## config.mk

```make
export PLATFORM = sky130hd
export DESIGN_NAME = reg_upd_handshake
export DESIGN_NICKNAME = d
export VERILOG_FILES = /design/src/rtl/reg_upd_handshake.sv
export SDC_FILE = /design/constraint.sdc
export NUM_CORES = 1
export LEC_CHECK = 0
export ABC_AREA = 1
export BUFFER_PORTS_ARGS = -buffer_cell sky130_fd_sc_hd__buf_4
export CAP_MARGIN = 20
export CORE_AREA = 8 8 53 55
export CTS_BUF_LIST = sky130_fd_sc_hd__clkbuf_8
export CTS_CLUSTER_SIZE = 25
export DETAILED_ROUTE_END_ITERATION = 10
export DIE_AREA = 0 0 61 63
export PLACE_DENSITY = 0.78
export SYNTH_ARGS = -nofsm -noshare
export SYNTH_HDL_FRONTEND = slang
export SYNTH_SLANG_ARGS = --single-unit
```

## constraint.sdc

```tcl
create_clock -name clk_i -period 1 [get_ports clk_i]
set_clock_uncertainty 0.15 [all_clocks]
set_input_delay 0.05 -clock clk_i [delete_from_list [all_inputs] [get_ports clk_i]]
set_output_delay 0.05 -clock clk_i [all_outputs]
set_load 0.02 [all_outputs]
```

## src/rtl/reg_upd_handshake.sv

```systemverilog
// Register update arbiter: software write vs. hardware update, handed over a toggle handshake.
// Optional checkers are enabled with REG_UPD_HANDSHAKE_ASSERT_EN.
module reg_upd_handshake #(
   parameter int unsigned          DataWidth  = 32,
   parameter logic [DataWidth-1:0] ResetVal   = '0,
   parameter bit                   HwUpd      = 1'b0,
   parameter int unsigned          SyncStages = 2
) (
   input  logic                 clk_i,
   input  logic                 rst_i,
   input  logic                 sw_req_i,
   input  logic                 hw_update_i,
   input  logic [DataWidth-1:0] hw_ds_i,
   input  logic [DataWidth-1:0] hw_qs_i,
   output logic                 sub_req_o,
   output logic                 ack_o,
   output logic                 upd_o,
   output logic [DataWidth-1:0] qs_o
);

   if (HwUpd == 1'b0) begin : g_pass
      logic                  tgl_q, tgl_d;
      logic [SyncStages-1:0] sync_q, sync_d;
      logic                  dly_q, dly_d;
      logic                  unused_hw;

      always_comb begin
         tgl_d     = tgl_q ^ sw_req_i;
         sync_d    = sync_q;
         sync_d[0] = tgl_q;
         for (int unsigned i = 1; i < SyncStages; i++) begin
            sync_d[i] = sync_q[i-1];
         end
         dly_d = sync_q[SyncStages-1];
      end

      always_ff @(posedge clk_i or posedge rst_i) begin
         if (rst_i) begin
            tgl_q  <= 1'b0;
            sync_q <= '0;
            dly_q  <= 1'b0;
         end else begin
            tgl_q  <= tgl_d;
            sync_q <= sync_d;
            dly_q  <= dly_d;
         end
      end

      assign sub_req_o = sw_req_i;
      assign ack_o     = sync_q[SyncStages-1] ^ dly_q;
      assign upd_o     = 1'b0;
      assign qs_o      = hw_qs_i;
      assign unused_hw = hw_update_i ^ (^hw_ds_i);

   end else begin : g_arb
      typedef enum logic {Idle, Wait} state_e;
      typedef enum logic {IdHw, IdSw} id_e;

      state_e                state_q, state_d;
      id_e                   id_q, id_d;
      logic                  pend_q, pend_d;
      logic [DataWidth-1:0]  qs_q, qs_d;
      logic                  tgl_q, tgl_d;
      logic [SyncStages-1:0] fwd_q, fwd_d;
      logic [SyncStages-1:0] ret_q, ret_d;
      logic                  fwd_dly_q, ret_dly_q;

      logic busy, req, acc_sw, acc_hw_d, acc_hw_q, accept;
      logic fwd_pulse, ret_pulse;

      assign busy      = (state_q == Wait);
      assign req       = sw_req_i | pend_q;
      assign acc_sw    = !busy & req;
      assign acc_hw_d  = !busy & !req & hw_update_i;
      assign acc_hw_q  = !busy & !req & !hw_update_i & (qs_q != hw_qs_i);
      assign accept    = acc_sw | acc_hw_d | acc_hw_q;
      assign fwd_pulse = fwd_q[SyncStages-1] ^ fwd_dly_q;
      assign ret_pulse = ret_q[SyncStages-1] ^ ret_dly_q;

      always_ff @(posedge clk_i or posedge rst_i) begin
         if (rst_i) begin
            state_q   <= Idle;
            id_q      <= IdHw;
            pend_q    <= 1'b0;
            qs_q      <= ResetVal;
            tgl_q     <= 1'b0;
            fwd_q     <= '0;
            ret_q     <= '0;
            fwd_dly_q <= 1'b0;
            ret_dly_q <= 1'b0;
         end else begin
            state_q   <= state_d;
            id_q      <= id_d;
            pend_q    <= pend_d;
            qs_q      <= qs_d;
            tgl_q     <= tgl_d;
            fwd_q     <= fwd_d;
            ret_q     <= ret_d;
            fwd_dly_q <= fwd_q[SyncStages-1];
            ret_dly_q <= ret_q[SyncStages-1];
         end
      end

      // Return path is fed from the forward level directly: the remote side acks immediately.
      always_comb begin
         state_d = state_q;
         case (state_q)
            Idle:    if (accept)    state_d = Wait;
            Wait:    if (ret_pulse) state_d = Idle;
            default: state_d = Idle;
         endcase

         qs_d = qs_q;
         if (acc_sw || acc_hw_d) qs_d = hw_ds_i;
         else if (acc_hw_q)      qs_d = hw_qs_i;

         pend_d = pend_q;
         if (acc_sw)                pend_d = 1'b0;
         else if (busy && sw_req_i) pend_d = 1'b1;

         id_d = id_q;
         if (accept) id_d = acc_sw ? IdSw : IdHw;

         tgl_d    = tgl_q ^ accept;
         fwd_d    = fwd_q;
         ret_d    = ret_q;
         fwd_d[0] = tgl_q;
         ret_d[0] = fwd_q[SyncStages-1];
         for (int unsigned i = 1; i < SyncStages; i++) begin
            fwd_d[i] = fwd_q[i-1];
            ret_d[i] = ret_q[i-1];
         end
      end

      always_comb begin
         sub_req_o = acc_sw;
         ack_o     = fwd_pulse & (id_q == IdSw);
         upd_o     = fwd_pulse & (id_q == IdHw);
         qs_o      = qs_q;
      end

`ifdef REG_UPD_HANDSHAKE_ASSERT_EN
      a_hw_id: assert property (@(posedge clk_i) disable iff (rst_i)
         (!busy && !req && hw_update_i) |=> (id_q == IdHw));
      a_hw_upd: assert property (@(posedge clk_i) disable iff (rst_i)
         (accept && !acc_sw) |-> ##[1:2*SyncStages+2] upd_o);
`else
`endif
   end

`ifdef REG_UPD_HANDSHAKE_ASSERT_EN
   a_excl: assert property (@(posedge clk_i) disable iff (rst_i) !(ack_o && upd_o));
`else
`endif

endmodule

```

==> run summary <==
- 1 — total number of H-tree levels
- 19.41% — starting utilization of the core area
- 603.1 µm² — total non-filler cell area in the finished layout
- 1 — depth of the worst register-to-register path
- 400.4 µm² — area of the mapped netlist
- sky130_fd_sc_hd__dfrtp_1 — cell at the slowest stage of the critical path
- flip-flops — largest delay contributor family on the critical path
- yes — unrepaired setup endpoints after global routing
- 0.5433 — placer's final routability congestion estimate
- 0.22 ns — clock network latency to the later pin of the worst-skew pair
- flip-flop to output pin — Worst Path Class, Setup
- 4 — number of logic stages on the critical path including buffering
- 0 — initial DRC count
- 5 — maximum number of pins on one net before global-route repair
- 0.23 ns — FF-to-FF setup slack
- 0.2824 nW — total leakage power
- 4 — IO Port Bufs
- 0 — grt ovf
- 3.500 — per-cell via count in the routed design
- negative setup slack — violations in the final reports
- 2 — Bufs on Longest Clock Path
- 48 — Inst Count DP
- 0.80 ns — Critical Path RT
- 2 — Crit path buffers/inverters
- -0.07224 ns — worst-case setup margin in the final layout
- 86 — fin cells
- 61 µm — Die W
- 1580 µm — global-route wire length before repair
- 0 — antenna violations before repair
- 375 µm — post-detailed-placement half-perimeter wirelength
- output pin — element type at the critical path end
- 210.2 µm² — total placed instance area
- finished with violations — run status
- 1.072 ns — final period demand of the worst path
- g_pass.sync_q[1]$_DFF_PP0_ — R2R Path Start
- 25.00% — sequential-to-total area share from yosys stat
- 34.9% — combinational fraction of design power
- 107.2% — Final period util
- flip-flop — kind of start point of the critical path
- 5 — number of unique standard cell types used by synthesis
- 1 — setup violators final
- 3 — worst-path maximum fanout
- 63 µm — Die Ht
- 0 — remaining number of nets flagged by the antenna check after routing
- 3 — cts bufs inserted
- 30.51% — switching power as a share of total power
- 17 — cell row count
- 118 — number of nets in the synthesized netlist
- 13.79% — fraction of layout instances using a drive strength above 1
- 301 — vias post-DR
- 0 — count of maximum capacitance violations
- 0 — Fin. Hold Viols
- 600.2 µV — maximum vdd ir drop
- 0.002063 mm² — core area
- 0.5759 mW — total internal power
- sky130_fd_sc_hd__nand2_1 — cell occurring most often along the worst timing path
- built — TritonCTS clock tree
- g_pass.sync_q[1]$_DFF_PP0_ — Critical Path Source
- 932.6 MHz — highest attainable clock frequency
- 24.2% — share of total power in sequential cells
- g_pass.dly_q$_DFF_PP0_ — worst reg2reg endpoint
- 0.38 ns — peak per-stage delay on the critical path
- 366 — vias in the first global route
- 50 — synthesized instance count
- 0.87 ns — critical path arrival
- 0 — count of antenna diodes in the layout
- 40.9% — clock share of power
- 50.62% — synth-to-layout area growth
- 0 — max-slew violations
- 1206 µm — sum of routed wire length over all layers
- inv_1 > nand2_1 > nand2_1 > buf_6 — worst-path cell chain
- input port to async pin — Hold Crit Class
- 5.500% — GR Util All Layers
- sky130_fd_sc_hd__clkbuf_8 — clock root buffer
- 103 — top-level I/O count
- ack_o — end point of the critical path
- 8.008 µm² — Mean Syn Cell Area
- 1 — Pre-Repair DR Iteration Count
- 0 — Residual DRC
- 0 — synthesis warning total
- 4 — #FFs+latches synth
- 1374 mW/mm² — power density over the cells
- 4 — TritonCTS sink count
- 0.2529 mW — switching power total
- 128 — net count reported at finish
- 0.003843 mm² — die footprint
- 14.02 µm — DR WL/cell
- 29.23% — final cell utilization of the core
- 0.03 ns — clk slew on worst S/H paths
cell type report:
type | instances | area [µm²]
repair buffers | 39 | 381.6
fillers | 221 | 1460
clock buffers | 3 | 41.29
multi-input cells | 7 | 26.28
inverters | 5 | 18.77
well taps | 28 | 35.03
flip-flops and latches | 4 | 100.1
cell usage after synthesis (all sizes together):
library cell | count | area share, %
buf | 34 | 64
inv | 5 | 4.7
nand2 | 6 | 5.6
conb | 1 | 0.94
dfrtp | 4 | 25
cell families after synthesis:
kind of cell | Yosys count | synth area share [%]
buf+inv | 39 | 68.44
flops | 4 | 25.00
other cells | 1 | 0.9366
simple gates | 6 | 5.625
per-stage QoR:
stage / hold WS, ns / worst slack (ns) / total power, mW / setup TNS [ns]
2_1_floorplan: -0.3339 / 0.1952 / 0.4323 / 0
3_3_place_gp: -0.2129 / 0.1506 / 0.2676 / 0
3_5_place_dp: -0.2016 / 0.1342 / 0.2726 / 0
4_1_cts: 0.1295 / -0.08102 / 0.8442 / -0.08102
5_1_grt: 0.1539 / -0.1052 / 0.8668 / -0.1052
6_report: 0.1385 / -0.07224 / 0.8287 / -0.07224
power by group through the flow:
stage / Clock, mW / Combinational, mW / Sequential, mW
after CTS: 0.351 / 0.293 / 0.201
after global placement: 0 / 0.0675 / 0.200
after detailed placement: 0 / 0.0695 / 0.203
after global routing: 0.360 / 0.304 / 0.203
final: 0.339 / 0.289 / 0.200
after floorplan: 0 / 0.234 / 0.198
layout by cell type, fill, tap and decap left out, drive strengths merged:
master and count:
buf 5, clkbuf 3, conb 1, dfrtp 4, dlygate4sd3 34, inv 5
nand2 6
flip-flops by register name, summed over array words and instances, names as in the netlist:
register and count:
g_pass.sync_q 2, g_pass.dly_q 1, g_pass.tgl_q 1
layer usage:
metal	up-vias	routed length, µm	track usage, %
li1	125	-	-
met1	134	317	3.136
met2	40	665	10.85
met3	2	207	2.881
met4	0	17	4.373
met5	-	0	0
how the worst min path moves through the flow:
stage	end	startpoint	slack [ns]
5_1_grt	g_pass.tgl_q$_DFF_PP0_	rst_i	0.15
4_1_cts	g_pass.tgl_q$_DFF_PP0_	rst_i	0.13
6_report	g_pass.sync_q[0]$_DFF_PP0_	rst_i	0.14
3_3_place_gp	g_pass.tgl_q$_DFF_PP0_	rst_i	-0.21
2_1_floorplan	g_pass.dly_q$_DFF_PP0_	rst_i	-0.33
3_5_place_dp	g_pass.sync_q[0]$_DFF_PP0_	rst_i	-0.20
timing repair:
item	in CTS	in global routing
hold buffers	34	0
pin swaps	1	0
hold endpoints to repair	37	0
resized for setup	1	0
setup endpoints to repair	1	1
buffers inserted	1	0
Power figures use the tool's default switching activity.
